`config.mk`:
```
export PLATFORM = sky130hd
export DESIGN_NAME = opll_reg_write_scheduler_flat
export DESIGN_NICKNAME = d
export VERILOG_FILES = /design/src/rtl/opll_pkg.sv /design/src/rtl/opll_reg_write_scheduler_if.sv /design/src/rtl/opll_wr_fifo.sv /design/src/rtl/opll_reg_write_scheduler.sv /design/src/flat_wrapper.sv
export SDC_FILE = /design/constraint.sdc
export NUM_CORES = 1
export LEC_CHECK = 0
export ABC_CLOCK_PERIOD_IN_PS = 3800
export CAP_MARGIN = 10
export CORE_UTILIZATION = 49
export DETAILED_ROUTE_END_ITERATION = 10
export DONT_BUFFER_PORTS = 1
export PLACE_DENSITY = 0.67
export SETUP_SLACK_MARGIN = 0.2
export SYNTH_ARGS = -nofsm -noshare
export SYNTH_HDL_FRONTEND = slang
export SYNTH_SLANG_ARGS = --single-unit
```
`constraint.sdc`:
```
create_clock -name clk -period 3.8 [get_ports clk]
set_input_delay 0.76 -clock clk [delete_from_list [all_inputs] [get_ports clk]]
set_output_delay 0.76 -clock clk [all_outputs]
set_load 0.02 [all_outputs]
```
`src/rtl/opll_pkg.sv`:
```
// Shared OPLL constants, the queued write entry type and the register address classifier.
package opll_pkg;

  localparam int unsigned NUM_SLOTS  = 18;
  localparam int unsigned NUM_STAGES = 4;
  localparam int unsigned NUM_CH     = 9;
  localparam int unsigned FRAME_SLOT = 17;

  localparam int unsigned ADDR_W  = 6;
  localparam int unsigned DATA_W  = 8;
  localparam int unsigned SLOT_W  = 5;
  localparam int unsigned STAGE_W = $clog2(NUM_STAGES);

  typedef struct packed {
    logic [ADDR_W-1:0] addr;
    logic [DATA_W-1:0] data;
  } wr_entry_t;

  typedef enum logic [1:0] {
    INVALID = 2'd0,
    GLOBAL  = 2'd1,
    CHANNEL = 2'd2
  } addr_class_t;

  // Globals live at 0x00-0x07 and 0x0E; channel registers are 0xR0-0xR8 for R = 1..3.
  function automatic addr_class_t addr_class(input logic [ADDR_W-1:0] addr);
    addr_class_t cls;
    cls = INVALID;
    if (addr[5:4] == 2'b00) begin
      if (!addr[3] || addr[3:0] == 4'hE) cls = GLOBAL;
    end else if (32'(addr[3:0]) < NUM_CH) begin
      cls = CHANNEL;
    end
    return cls;
  endfunction

endpackage

```
`src/rtl/opll_reg_write_scheduler_if.sv`:
```
// CPU write port and register-file write port of the OPLL register write scheduler.
interface opll_reg_write_scheduler_if;
  import opll_pkg::*;

  logic              cpu_wr;
  logic              cpu_a;
  logic [DATA_W-1:0] cpu_d;
  logic              cpu_busy;
  logic              overflow;
  logic              reg_we;
  logic [ADDR_W-1:0] reg_addr;
  logic [DATA_W-1:0] reg_data;

  modport master (
    output cpu_wr, cpu_a, cpu_d,
    input  cpu_busy, overflow, reg_we, reg_addr, reg_data
  );

  modport slave (
    input  cpu_wr, cpu_a, cpu_d,
    output cpu_busy, overflow, reg_we, reg_addr, reg_data
  );

endinterface

```
`src/rtl/opll_wr_fifo.sv`:
```
// Synchronous write queue; pointers carry one extra wrap bit so full and empty are distinct.
module opll_wr_fifo
  import opll_pkg::*;
#(
  parameter int unsigned DEPTH = 4,
  parameter int unsigned PTR_W = $clog2(DEPTH) + 1
) (
  input  logic             clk,
  input  logic             reset,
  input  logic             push,
  input  logic             pop,
  input  wr_entry_t        wr_entry,
  output wr_entry_t        head,
  output logic             full,
  output logic             empty,
  output logic [PTR_W-1:0] count
);

  wr_entry_t        mem [DEPTH];
  logic [PTR_W-1:0] wr_ptr;
  logic [PTR_W-1:0] rd_ptr;

  assign count = wr_ptr - rd_ptr;
  assign full  = (32'(count) == DEPTH);
  assign empty = (wr_ptr == rd_ptr);
  assign head  = mem[rd_ptr[PTR_W-2:0]];

  always_ff @(posedge clk) begin
    if (reset) begin
      wr_ptr <= '0;
      rd_ptr <= '0;
    end else begin
      if (push && !full) begin
        mem[wr_ptr[PTR_W-2:0]] <= wr_entry;
        wr_ptr                 <= wr_ptr + PTR_W'(1);
      end
      if (pop && !empty) rd_ptr <= rd_ptr + PTR_W'(1);
    end
  end

endmodule

```
`src/rtl/opll_reg_write_scheduler.sv`:
```
// Queues CPU register writes and commits them only where the OPLL core is not reading that register.
module opll_reg_write_scheduler
  import opll_pkg::*;
#(
  parameter int unsigned FIFO_DEPTH   = 4,
  parameter int unsigned COMMIT_STAGE = 3
) (
  input  logic               clk,
  input  logic               reset,
  input  logic               clkena,
  input  logic [SLOT_W-1:0]  slot,
  input  logic [STAGE_W-1:0] stage,
  opll_reg_write_scheduler_if.slave bus
);

  localparam int unsigned PTR_W = $clog2(FIFO_DEPTH) + 1;

  logic [ADDR_W-1:0] lat_addr;
  logic              lat_valid;

  wr_entry_t         wr_entry_c;
  wr_entry_t         head;
  logic              fifo_full;
  logic              fifo_empty;
  logic [PTR_W-1:0]  fifo_count;
  logic [PTR_W-1:0]  count_next_c;

  addr_class_t       head_class_c;
  logic              enq_req_c;
  logic              push_c;
  logic              drop_full_c;
  logic              head_ok_c;
  logic              commit_c;

  opll_wr_fifo #(
    .DEPTH (FIFO_DEPTH),
    .PTR_W (PTR_W)
  ) u_fifo (
    .clk      (clk),
    .reset    (reset),
    .push     (push_c),
    .pop      (commit_c),
    .wr_entry (wr_entry_c),
    .head     (head),
    .full     (fifo_full),
    .empty    (fifo_empty),
    .count    (fifo_count)
  );

  // A full queue refuses the write even when a commit frees a slot on the same edge.
  always_comb begin
    enq_req_c       = bus.cpu_wr & bus.cpu_a & lat_valid & (addr_class(lat_addr) != INVALID);
    push_c          = enq_req_c & ~fifo_full;
    drop_full_c     = enq_req_c & fifo_full;
    wr_entry_c.addr = lat_addr;
    wr_entry_c.data = bus.cpu_d;

    head_class_c = addr_class(head.addr);
    head_ok_c    = 1'b0;
    case (head_class_c)
      GLOBAL:  head_ok_c = (slot == SLOT_W'(FRAME_SLOT));
      CHANNEL: head_ok_c = (32'(slot) < NUM_SLOTS) && (slot[SLOT_W-1:1] != head.addr[3:0]);
      default: head_ok_c = 1'b0;
    endcase

    commit_c     = clkena & (stage == STAGE_W'(COMMIT_STAGE)) & ~fifo_empty & head_ok_c;
    count_next_c = fifo_count + PTR_W'(push_c) - PTR_W'(commit_c);
  end

  // Address latch, sticky overflow and the registered register-file write port.
  always_ff @(posedge clk) begin
    if (reset) begin
      lat_addr     <= '0;
      lat_valid    <= 1'b1;
      bus.overflow <= 1'b0;
      bus.cpu_busy <= 1'b0;
      bus.reg_we   <= 1'b0;
      bus.reg_addr <= '0;
      bus.reg_data <= '0;
    end else begin
      if (bus.cpu_wr && !bus.cpu_a) begin
        lat_addr  <= bus.cpu_d[ADDR_W-1:0];
        lat_valid <= (bus.cpu_d[DATA_W-1:ADDR_W] == 2'b00);
      end
      if (drop_full_c) bus.overflow <= 1'b1;
      bus.cpu_busy <= (32'(count_next_c) == FIFO_DEPTH);
      bus.reg_we   <= commit_c;
      if (commit_c) begin
        bus.reg_addr <= head.addr;
        bus.reg_data <= head.data;
      end
    end
  end

endmodule

```
`src/flat_wrapper.sv`:
```
// flat-port wrapper written by rule: the top's interface ports become plain ports
module opll_reg_write_scheduler_flat import opll_pkg::*;
#(
  parameter int unsigned FIFO_DEPTH   = 4,
  parameter int unsigned COMMIT_STAGE = 3
)
  (clk, reset, clkena, slot, stage, bus_cpu_wr, bus_cpu_a, bus_cpu_d, bus_cpu_busy, bus_overflow, bus_reg_we, bus_reg_addr, bus_reg_data);
  opll_reg_write_scheduler_if bus_i ();
  input  logic clk;
  input  logic reset;
  input  logic clkena;
  input  logic [SLOT_W-1:0] slot;
  input  logic [STAGE_W-1:0] stage;
  input wire logic [$bits(bus_i.cpu_wr)-1:0] bus_cpu_wr;
  input wire logic [$bits(bus_i.cpu_a)-1:0] bus_cpu_a;
  input wire logic [$bits(bus_i.cpu_d)-1:0] bus_cpu_d;
  output wire logic [$bits(bus_i.cpu_busy)-1:0] bus_cpu_busy;
  output wire logic [$bits(bus_i.overflow)-1:0] bus_overflow;
  output wire logic [$bits(bus_i.reg_we)-1:0] bus_reg_we;
  output wire logic [$bits(bus_i.reg_addr)-1:0] bus_reg_addr;
  output wire logic [$bits(bus_i.reg_data)-1:0] bus_reg_data;
  assign bus_i.cpu_wr = bus_cpu_wr;
  assign bus_i.cpu_a = bus_cpu_a;
  assign bus_i.cpu_d = bus_cpu_d;
  assign bus_cpu_busy = bus_i.cpu_busy;
  assign bus_overflow = bus_i.overflow;
  assign bus_reg_we = bus_i.reg_we;
  assign bus_reg_addr = bus_i.reg_addr;
  assign bus_reg_data = bus_i.reg_data;
  opll_reg_write_scheduler #(.FIFO_DEPTH(FIFO_DEPTH), .COMMIT_STAGE(COMMIT_STAGE)) u_core (.clk(clk), .reset(reset), .clkena(clkena), .slot(slot), .stage(stage), .bus(bus_i));
endmodule
```
==> out/results.txt, run 1 <==
P&R area growth vs syn -> 7.29%
CP Class -> reg2reg
antenna cells -> 0
share of layout cells above drive strength 1 -> 0.126
clock buffer depth -> 2
Worst-Margin Slew -> 713 ps
placed cells -> 334
I/O Pins -> 37
Clock Skew -> 5.31 ps
drt first pass iters -> 4
leakage power -> 1.45 nW
antenna-violating nets left -> 0
core area -> 0.00721 sq mm
Hold Vio Cnt, Final -> 0
number of global-route vias before repair -> 1,739
Hold Path Sink -> u_core.lat_valid$_SDFFE_PP1P_
critical path required time -> 4060 ps
Tot GR Track Use -> 0.164
slew margin rel. -> 0.525
chip height -> 88.2 um
global placer's final weighted congestion -> 0.720
run status -> finished clean
synthesized area per cell -> 15.2 sq um
PortBufs -> 0
Critical Path Start Type -> flip-flop
mapped cell area -> 0.00364 sq mm
max cap viols -> 0
r2r setup slk -> 490 ps
clk sinks -> 88
total die area -> 0.00778 sq mm
fin util -> 0.541
Worst Hold Depth -> 1
critical path fanouts, max -> 7
Final nets -> 280
xor/xnor share of the synthesized area -> 0.0241
commonest cells after routing, fill and taps aside -> edfxtp_1 (56), dfxtp_1 (31), nor2_1 (26)
pwr dens -> 425 mW/mm^2
# DRC -> 0
Fmax achieved -> 0.302 GHz
CP arrival -> 3570 ps
DRT iter0 DRCs -> 102
Distinct cells, synth -> 37
Worst path max stage delay -> 620 ps
synth warn -> 0
FF+latch count, synth -> 88
Setup TNS -> 0 ps
H-tree Lvls -> 3
largest family of logic cells by synthesized area -> multiplexers
mux contribution to synthesized area -> 0.148
commonest non-fill, non-tap cell in the layout -> edfxtp_1
root buffer cell -> clkbuf_8
starting density of the core -> 0.505
vias per inst -> 5.25
total grt overflow -> 0
CTS buffer count -> 9
worst min path class -> reg2reg
hold wc startpoint -> u_core.lat_valid$_SDFFE_PP1P_
largest net degree at the start of global routing -> 35
CP endpoint kind -> flip-flop
fin. max-slew vios -> 0
hold buffers post-CTS -> 0
worst vdd ir -> 195 uV
Layout Cells excl Fill -> 353
leading register cell type out of synthesis -> edfxtp_1
detailed-route wire length per cell -> 16.8 um
initial antenna violation count -> 0
Seq/Total Area, Yosys -> 0.638
reg2reg path depth -> 12
final setup fails -> 0
compound-cell area share of the yosys netlist -> 0.0351
clock-pin slew on the worst setup and hold paths -> 80 ps
Core Rows -> 31
Post-Synth Adder-Cell Area -> 0.0419
die width -> 88.2 um
cell chain of the critical path -> mux4_1 > or4_1 > a21o_1 > o2bb2a_4 > inv_1 > ha_1 > inv_1 > ha_1 > fa_1 > xnor2_1 > xnor2_1 > nor4_1
FF-to-FF End -> u_core.bus.cpu_busy$_SDFF_PP0_
total wire length -> 5930 um
crit share post-route -> 0.872
Mapped Nets -> 271
clk_lat worst skew -> 350 ps
CP max stage cell -> mux4_1
post-synthesis instance total -> 240
fin crit period -> 3310 ps
RSZ-0062 raised after global routing -> false
number of flops mapped to enable cells by yosys -> 56
DR vias -> 1,854
DP HPWL -> 3970 um
first-pass GRT wire length -> 8930 um
TritonCTS clock tree -> yes
Synth async-reset ratio -> 0
Synth Area in Simple Gates -> 0.0760
Fillers -> 586
## sequential cells by signal, summed over array words and instances, names as in the netlist, named ones only
signal,cells
u_core.bus.overflow,1
u_core.bus.cpu_busy,1
u_core.lat_valid,1
u_core.bus.reg_addr,6
u_core.bus.reg_we,1
u_core.u_fifo.wr_ptr,3
u_core.lat_addr,6
u_core.bus.reg_data,8
u_core.u_fifo.mem,56
u_core.u_fifo.rd_ptr,3
## cell usage after synthesis, types with 2 or more instances
cell type | number | area share
a21oi_1 | 7 | 0.0096
and2_1 | 4 | 0.0069
and3_1 | 2 | 0.0034
buf_12 | 3 | 0.017
clkbuf_1 | 6 | 0.0062
dfxtp_1 | 32 | 0.18
edfxtp_1 | 56 | 0.46
fa_1 | 2 | 0.011
ha_1 | 9 | 0.031
inv_1 | 11 | 0.011
mux2i_1 | 17 | 0.047
mux4_1 | 11 | 0.079
mux4_2 | 3 | 0.019
nand2_1 | 15 | 0.015
nand3_1 | 2 | 0.0028
nor2_1 | 26 | 0.027
nor2b_1 | 2 | 0.0034
nor3_1 | 2 | 0.0028
o21ai_0 | 2 | 0.0028
or3_1 | 3 | 0.0052
xnor2_1 | 8 | 0.019
xor2_1 | 2 | 0.0048
## through the flow
| stage | cell area (sq um) | worst slack (ps) | power, W | hold slack, ps |
|---|---|---|---|---|
| CTS | 3890 | 296 | 0.00167 | 446 |
| global route | 3910 | 308 | 0.00172 | 453 |
| finish | 3910 | 487 | 0.00166 | 469 |
| detailed placement | 3710 | 178 | 0.00111 | 449 |
| floorplan | 3640 | 284 | 0.00110 | 427 |
| global placement | 3710 | 278 | 0.00111 | 435 |
## worst max path at each step
stage / endpoint / depth (start not counted) / slack, ps / start
floorplan: u_core.bus.cpu_busy$_SDFF_PP0_ / 14 / 280 / slot[3]
global placement: u_core.bus.cpu_busy$_SDFF_PP0_ / 12 / 280 / flip-flop
detailed placement: u_core.bus.cpu_busy$_SDFF_PP0_ / 12 / 180 / flip-flop
CTS: u_core.bus.cpu_busy$_SDFF_PP0_ / 12 / 300 / flip-flop
global route: u_core.bus.cpu_busy$_SDFF_PP0_ / 12 / 310 / flip-flop
finish: u_core.bus.cpu_busy$_SDFF_PP0_ / 12 / 490 / flip-flop
## critical path, delay by kind of cell (launching register included)
kind / cells / cell delay (ps)
xor gates and xnor gates: 2 / 270
and+or+nand+nor: 2 / 690
muxes: 1 / 620
DFF: 1 / 440
adders and majority gates: 3 / 690
buffers and inverters: 2 / 100
AOI/OAI and AO/OA: 2 / 430
## report_power, final
part | switching, W | internal [W]
Combinational | 0.0000282 | 0.0000227
Clock | 0.000319 | 0.000255
Sequential | 0.00000971 | 0.00103
## logic make-up after synthesis
kind of cell             after synthesis
AND/OR/NAND/NOR                       61
adder cells (fa/ha/maj)               11
AO/OA/AOI/OAI                         17
flip-flops                            88
XOR/XNOR                              10
multiplexers                          32
buffers and inverters                 21
## what timing repair did
item	4_1_cts	5_1_grt
pin swaps	0	1
gates resized for setup	1	1
buffers inserted	0	3
endpoints found under the setup margin	1	1
endpoints found under the hold margin	0	0
## per-layer routing
layer,wire [um],track usage,vias to the layer above
li1,-,-,898
met1,2760,0.217,903
met2,2740,0.246,42
met3,313,0.0386,11
met4,108,0.0968,0
met5,0,0,-
## area by class of cell
class / count / area (sq um) / area share
multi-input combinational: 131 / 1180 / 0.303
clock inverter: 5 / 31.3 / 0.00801
sequential: 88 / 2320 / 0.595
timing repair buffer: 8 / 60.1 / 0.0154
tap: 99 / 124 / 0.0317
clock buffer: 11 / 141 / 0.0362
inverter: 11 / 41.3 / 0.0106
(Power assumes the default switching activity.)
==> run 2, diff against run 1 <==
Settings changed: CORE_UTILIZATION 49 to 60, CTS_CLUSTER_DIAMETER from default to 80, PLACE_DENSITY 0.67 to 0.79.
==> run 2 against run 1 <==
Effect of this change: sequential cell count is the same; clock power down 4.7%; sequential power about the same; final cell count fell by 7.1%; setup slack worse by 53 ps; non-clock buffer count decreased by 1; final area fell by 1.1%.
==> out/results.txt, run 2 (synthesis gave the netlist of run 1 again) <==
crit share post-route -> 0.886
first-pass GRT wire length -> 9430 um
cell chain of the critical path -> mux4_1 > or3_1 > a221oi_2 > o2bb2a_4 > inv_1 > ha_1 > inv_1 > ha_1 > fa_1 > xnor2_1 > xnor2_1 > nor4_1
critical path required time -> 4050 ps
PortBufs -> 0
DRT iter0 DRCs -> 86
CP max stage cell -> mux4_1
clock buffer depth -> 2
Worst-Margin Slew -> 759 ps
RSZ-0062 raised after global routing -> false
WP buf/inv -> 2
Fillers -> 415
clk_lat worst skew -> 350 ps
largest net degree at the start of global routing -> 35
TritonCTS clock tree -> yes
max cap viols -> 0
hold buffers post-CTS -> 0
detailed-route wire length per cell -> 18.4 um
initial antenna violation count -> 0
pwr dens -> 423 mW/mm^2
cell family with most CP delay -> adder cells
vias per inst -> 5.76
CP endpoint kind -> flip-flop
die width -> 79.9 um
fin crit period -> 3370 ps
share of layout cells above drive strength 1 -> 0.107
pre-CTS setup slack -> 166 ps
CTS buffer count -> 9
root buffer cell -> clkbuf_8
run status -> finished clean
clk sinks -> 88
DP HPWL -> 4180 um
Hold Vio Cnt, Final -> 0
slew margin rel. -> 0.494
H-tree Lvls -> 3
starting density of the core -> 0.618
total die area -> 0.00638 sq mm
Tot GR Track Use -> 0.212
leakage power -> 1.44 nW
total wire length -> 6050 um
antenna-violating nets left -> 0
DR vias -> 1,888
total grt overflow -> 0
global placer's final weighted congestion -> 0.768
# DRC -> 0
max FFs per register -> 56
worst min path class -> in2reg
number of global-route vias before repair -> 1,830
Clock Skew -> 11.3 ps
DP Area -> 0.00367 sq mm
Layout Cells excl Fill -> 328
placed cells -> 308
clock-pin slew on the worst setup and hold paths -> 80 ps
P&R area growth vs syn -> 6.12%
I/O Pins -> 37
CP Class -> reg2reg
Final Cell Area -> 0.00386 sq mm
chip height -> 79.9 um
Setup TNS -> 0 ps
fin. max-slew vios -> 0
final worst slack -> 434 ps
Core Rows -> 28
drt first pass iters -> 4
Worst path max stage delay -> 650 ps
Critical Path Start Type -> flip-flop
CP arrival -> 3620 ps
antenna cells -> 0
core area -> 0.00589 sq mm
Fmax achieved -> 0.297 GHz
Final nets -> 279
commonest cells after routing, fill and taps aside -> edfxtp_1 (56), dfxtp_1 (31), nor2_1 (26)
critical path fanouts, max -> 7
commonest non-fill, non-tap cell in the layout -> edfxtp_1
worst vdd ir -> 314 uV
final setup fails -> 0
[run 2: changes by cell type in the layout (fill, tap and decap cells not counted), sizes merged]
| cell | change |
|---|---|
| clkbuf | -1 |
| buf | -1 |
| clkinv | +1 |
[run 2: stage by stage]
| stage | power, W | hold WS [ps] | utilization |
|---|---|---|---|
| after floorplan | 0.00110 | 427 | - |
| after global placement | 0.00111 | 435 | 0.623 |
| after detailed placement | 0.00111 | 486 | 0.623 |
| after CTS | 0.00165 | 459 | 0.651 |
| after global routing | 0.00169 | 454 | 0.656 |
| final | 0.00163 | 481 | 0.656 |
[run 2: worst paths after layout]
path / startpoint / endpoint / slack (ps) / cells past startpoint
max: flip-flop / u_core.bus.cpu_busy$_SDFF_PP0_ / 430 / 12
min: reset / flip-flop / 480 / 1
min reg2reg: u_core.u_fifo.wr_ptr[2]$_SDFFE_PP0P_ / u_core.u_fifo.wr_ptr[2]$_SDFFE_PP0P_ / 500 / 2
max reg2reg: flip-flop / u_core.bus.cpu_busy$_SDFF_PP0_ / 430 / 12
[run 2: area by class of cell]
class                           instances  area (sq um)  share of cell area
Multi-Input combinational cell        131          1190               0.307
Inverter                               11          41.3              0.0107
Timing Repair Buffer                    7          52.6              0.0136
Clock inverter                          6          36.3             0.00939
Clock buffer                           10           128              0.0330
Sequential cell                        88          2320               0.602
Tap cell                               75          93.8              0.0243
[run 2: timing repair]
item / in CTS / in global routing
buffers inserted: 0 / 4
pin swaps: 0 / 1
resized for setup: 1 / 0
endpoints found under the setup margin: 1 / 1
endpoints found under the hold margin: 0 / 0
[run 2: power breakdown]
group          internal [W]  switching [W]  leakage, nW
combinational     0.0000219      0.0000291        0.601
clock              0.000235       0.000312       0.0794
sequential          0.00103      0.0000101        0.761
[run 2: layer usage]
| layer | share of wire | global-route usage | vias up | routed length [um] |
|---|---|---|---|---|
| met4 | 0.0073 | 0.0661 | 0 | 44 |
| met2 | 0.48 | 0.339 | 51 | 2910 |
| met1 | 0.45 | 0.275 | 927 | 2700 |
| met3 | 0.064 | 0.0697 | 4 | 389 |
| met5 | 0 | 0 | - | 0 |
| li1 | - | - | 906 | - |
[run 2: worst register-to-register path: cells and delay by family (launching register included)]
kind	cells	cell delay, ps
fa+ha+maj	3	690
mux	1	650
simple gates	2	570
compound gates	2	560
flops	1	450
xor+xnor	2	270
buf+inv	2	100
